[config.mk]
export PLATFORM = sky130hd
export DESIGN_NAME = pipe_skid_stage
export DESIGN_NICKNAME = d
export VERILOG_FILES = /design/src/rtl/pipe_skid_stage.sv
export SDC_FILE = /design/constraint.sdc
export NUM_CORES = 1
export LEC_CHECK = 0
export ABC_AREA = 1
export BUFFER_PORTS_ARGS = -buffer_cell sky130_fd_sc_hd__buf_2
export CAP_MARGIN = 20
export CORE_MARGIN = 10
export CORE_UTILIZATION = 36
export CTS_BUF_LIST = sky130_fd_sc_hd__clkbuf_4 sky130_fd_sc_hd__clkbuf_8
export DETAILED_ROUTE_END_ITERATION = 10
export RECOVER_POWER = 25
export SLEW_MARGIN = 20
export SYNTH_ARGS = -nofsm -noshare
export SYNTH_HDL_FRONTEND = slang
export SYNTH_SLANG_ARGS = --single-unit
[constraint.sdc]
create_clock -name clk -period 6.3 [get_ports clk]
set_input_delay 1.26 -clock clk [delete_from_list [all_inputs] [get_ports clk]]
set_output_delay 1.26 -clock clk [all_outputs]
set_load 0.05 [all_outputs]
[src/rtl/pipe_skid_stage.sv]
`default_nettype none
// ============================================================================
// Module   : pipe_skid_stage
// Brief    : Valid/ready pipeline stage with optional 2-entry skid buffer,
//            synchronous flush and NOP payload on bubbles.
// Revision : 1.0
// ============================================================================
module pipe_skid_stage #(
    parameter int                DATA_W      = 71,
    parameter int                SKID        = 1,
    parameter logic [DATA_W-1:0] NOP_PAYLOAD = '0
) (
    input  logic              clk,
    input  logic              rst,
    input  logic              flush,
    input  logic              in_valid,
    output logic              in_ready,
    input  logic [DATA_W-1:0] in_data,
    output logic              out_valid,
    input  logic              out_ready,
    output logic [DATA_W-1:0] out_data,
    output logic [1:0]        occupancy
);

    logic              r_main_valid;
    logic [DATA_W-1:0] r_main_data;
    logic              w_in_fire;
    logic              w_out_fire;

    assign w_in_fire  = in_valid & in_ready;
    assign w_out_fire = r_main_valid & out_ready;

    // Bubbles present the NOP payload so downstream never sees stale fields.
    assign out_valid = r_main_valid;
    assign out_data  = r_main_valid ? r_main_data : NOP_PAYLOAD;

    if (SKID != 0) begin : g_skid
        logic              r_skid_valid;
        logic [DATA_W-1:0] r_skid_data;
        logic [1:0]        r_occupancy;
        logic              w_main_valid_nxt;
        logic              w_skid_valid_nxt;
        logic              w_load_main_in;
        logic              w_load_main_skid;
        logic              w_load_skid;

        // Depends on flops only, breaking the out_ready -> in_ready path.
        assign in_ready  = ~r_skid_valid;
        assign occupancy = r_occupancy;

        always_comb begin
            w_main_valid_nxt = r_main_valid;
            w_skid_valid_nxt = r_skid_valid;
            w_load_main_in   = 1'b0;
            w_load_main_skid = 1'b0;
            w_load_skid      = 1'b0;
            if (flush) begin
                w_main_valid_nxt = 1'b0;
                w_skid_valid_nxt = 1'b0;
            end else if (!r_main_valid) begin
                if (w_in_fire) begin
                    w_main_valid_nxt = 1'b1;
                    w_load_main_in   = 1'b1;
                end
            end else if (r_skid_valid) begin
                if (w_out_fire) begin
                    w_load_main_skid = 1'b1;
                    w_skid_valid_nxt = 1'b0;
                end
            end else if (w_out_fire) begin
                if (w_in_fire) begin
                    w_load_main_in = 1'b1;
                end else begin
                    w_main_valid_nxt = 1'b0;
                end
            end else if (w_in_fire) begin
                w_load_skid      = 1'b1;
                w_skid_valid_nxt = 1'b1;
            end
        end

        always_ff @(posedge clk or posedge rst) begin
            if (rst) begin
                r_main_valid <= 1'b0;
                r_skid_valid <= 1'b0;
                r_main_data  <= NOP_PAYLOAD;
                r_skid_data  <= NOP_PAYLOAD;
                r_occupancy  <= 2'd0;
            end else begin
                r_main_valid <= w_main_valid_nxt;
                r_skid_valid <= w_skid_valid_nxt;
                r_occupancy  <= {1'b0, w_main_valid_nxt} + {1'b0, w_skid_valid_nxt};
                if (w_load_main_in) begin
                    r_main_data <= in_data;
                end else if (w_load_main_skid) begin
                    r_main_data <= r_skid_data;
                end
                if (w_load_skid) begin
                    r_skid_data <= in_data;
                end
            end
        end
    end else begin : g_no_skid
        assign in_ready  = ~r_main_valid | out_ready;
        assign occupancy = {1'b0, r_main_valid};

        always_ff @(posedge clk or posedge rst) begin
            if (rst) begin
                r_main_valid <= 1'b0;
                r_main_data  <= NOP_PAYLOAD;
            end else if (flush) begin
                r_main_valid <= 1'b0;
            end else if (w_in_fire) begin
                r_main_valid <= 1'b1;
                r_main_data  <= in_data;
            end else if (w_out_fire) begin
                r_main_valid <= 1'b0;
            end
        end
    end

endmodule
`default_nettype wire

==> results by group <==
Min path
  • HP Class: register to register
  • Hold Crit Depth: 2

Pwr
  • Max IR drop VDD: 145 uV
  • NetSw: 0.000913 W
  • Clk pwr share: 0.303
  • Comb pwr share: 0.230
  • Internal power: 0.00181 W
  • LEAKAGE: 5.20 nW
  • Reg power frac: 0.468
  • Switching share of total power: 0.335
  • Pwr dens: 321 nW/um^2

Finish
  • Nets@finish: 1195
  • N_diodes: 0
  • Layout cells sized above 1: 0.182
  • Commonest cells after routing, fill and taps aside: nand2_1, inv_1, buf_2
  • Commonest non-fill, non-tap cell in the layout: nand2_1
  • Layout area overhead: 18.8%

Clock network
  • Clock transition at the registers of the reported paths: 80 ps
  • H-tree depth: 4
  • Clock tree buffer depth: 2
  • Gates resized, CTS repair: 0
  • TritonCTS Buffers: 17
  • CTS tree: built
  • Clock root buffer: clkbuf_8
  • Skew-Pair Late Insertion Delay: 450 ps
  • Clock sinks: 146
  • Setup Fix Bufs, Post-CTS: 0
  • Hold Buf Count CTS: 0

Synthesis
  • Synth top area cells: dfrtp_1, nand2_1, inv_1
  • Yosys top cell area share: 0.511
  • Main flop type after synthesis: dfrtp_1
  • Largest area contributor in the netlist: dfrtp_1
  • Synthesized area: 7150 sq um
  • Yosys cell types: 18
  • Seq cells post-synth: 146
  • Synth Warn #: 0
  • Mapped Avg Cell Area: 7.20 sq um
  • Seq/Total Area, Yosys: 0.511
  • Async set or reset register ratio after synthesis: 1.00
  • Synth Instances: 994
  • Syn_nets: 1071
  • EDFF count, synth: 0

Floorplan
  • Die X: 161 microns
  • Placeable Area: 19500 sq um
  • Die Area: 25900 sq um
  • Standard-cell rows: 51
  • Initial Utilization: 0.366
  • Num ports: 151
  • Die height: 161 microns

Setup path
  • Critical Path AT: 2800 ps
  • CP Max Fanout: 45
  • Worst setup path category: register to primary output
  • Reg2Reg Depth: 8
  • CP required: 5040 ps
  • Worst Setup End Kind: primary output
  • CP startpoint kind: register

Drt
  • Drt drc: 0
  • Drt first pass iters: 5
  • WL/cell: 13.3 microns
  • Initial DRC Count: 376
  • Drt total wl: 18500 microns
  • Via count: 5998
  • Final ANT Viol Nets: 0
  • Vias per cell: 4.30

STA
  • Final Slew Violations: 46
  • Final Setup Violations: 0
  • Total negative slack: 0 ps
  • Final worst setup slack: 2240 ps
  • Final Hold Vio Count: 0
  • Min cycle time layout: 4060 ps
  • Fmax: 246 MHz
  • RSZ-0062 raised after global routing: no
  • Normalized max-slew margin: -0.00205
  • Skew final: 9.19 ps
  • Fin crit share: 0.644
  • Worst-Margin Slew: 1500 ps

Global route
  • Initial antenna violation count: 0
  • Vias in the first global route: 5981
  • Gr usage total: 0.145
  • Gr ovfl total: 0
  • Global-route wire length before repair: 30900 microns
  • Pin count of the biggest net entering global routing: 98

Place
  • Number of port buffers: 150
  • Worst slack at placement: 2700 ps
  • DP Wirelength: 11900 microns
  • Final Wtd Congestion: 0.736

Status
  • Failing checks: max-capacitance violations, max-slew violations
  • Status: finished, violations left

Run
  • Max_cap viols: 1
final timing paths:
kind                                 start         endpoint  slack, ps
min in group asynchronous              rst  r_main_data[37]       1000
min reg2reg                r_main_data[24]  r_main_data[24]        490
max reg2reg                      out_valid  r_main_data[22]       2560
max in group asynchronous              rst   r_main_data[6]       4050
max                              out_valid     out_data[49]       2240
min                        r_main_data[24]  r_main_data[24]        490
power by group through the flow:
stage               Sequential, W  Clock [W]  Combinational (W)
floorplan                 0.00126          0           0.000492
global placement          0.00129          0           0.000622
detailed placement        0.00129          0           0.000636
CTS                       0.00128   0.000848           0.000638
global route              0.00130   0.000895           0.000718
finish                    0.00127   0.000824           0.000625
cell families (layout without fill, tap and decap cells):
group | count (synthesis) | in the layout | synth area share
fa+ha+maj | 1 | 1 | 0.00175
flops | 146 | 146 | 0.511
compound gates | 141 | 141 | 0.0987
buf+inv | 269 | 405 | 0.148
simple gates | 437 | 437 | 0.241
flip-flops by register name, indices dropped and copies added (netlist names):
signal / flops
g_skid.r_skid_valid: 1
r_main_data: 71
out_valid: 1
g_skid.r_skid_data: 71
occupancy: 2
final cells by class:
cell class | instances | area (sq um)
Fill cell | 2095 | 11000
Sequential cell | 146 | 3650
Multi-Input combinational cell | 579 | 2450
Inverter | 218 | 823
Timing Repair Buffer | 156 | 795
Tap cell | 265 | 332
Clock buffer | 21 | 289
Clock inverter | 10 | 155
synth_stat cells, types with 2 or more instances:
library cell and number:
nor3_1 3, nand2_2 11, dfrtp_1 146, a21oi_1 2, o21ai_1 4, buf_6 3
nand3_1 6, o21ai_0 135, nor2_4 2, buf_2 21, clkbuf_1 27, nand2_1 412
inv_1 215, inv_2 3
routing by layer:
metal / vias to the layer above / share of wire / GRT usage / wire length [microns]
met1: 2701 / 0.46 / 0.186 / 8520
li1: 3145 / - / - / -
met2: 141 / 0.48 / 0.233 / 8840
met3: 11 / 0.048 / 0.0391 / 890
met4: 0 / 0.015 / 0.0418 / 269
met5: - / 0 / 0 / 0
stage by stage:
step	hold WS (ps)	instance area, sq um	power, W	utilization	std cells
final	485	8490	0.00272	0.435	1395
after global routing	500	8490	0.00291	0.435	1395
after CTS	488	8500	0.00276	0.435	1395
after detailed placement	467	8050	0.00193	0.412	1364
after global placement	462	8050	0.00191	0.412	1364
after floorplan	449	7150	0.00175	-	994
worst max-delay path: stages (launching register included):
cell,delay [ps]
dfrtp_1,1350
buf_4,510
nand2_1,150
inv_1,70
buf_2,250
Power figures use the tool's default switching activity.
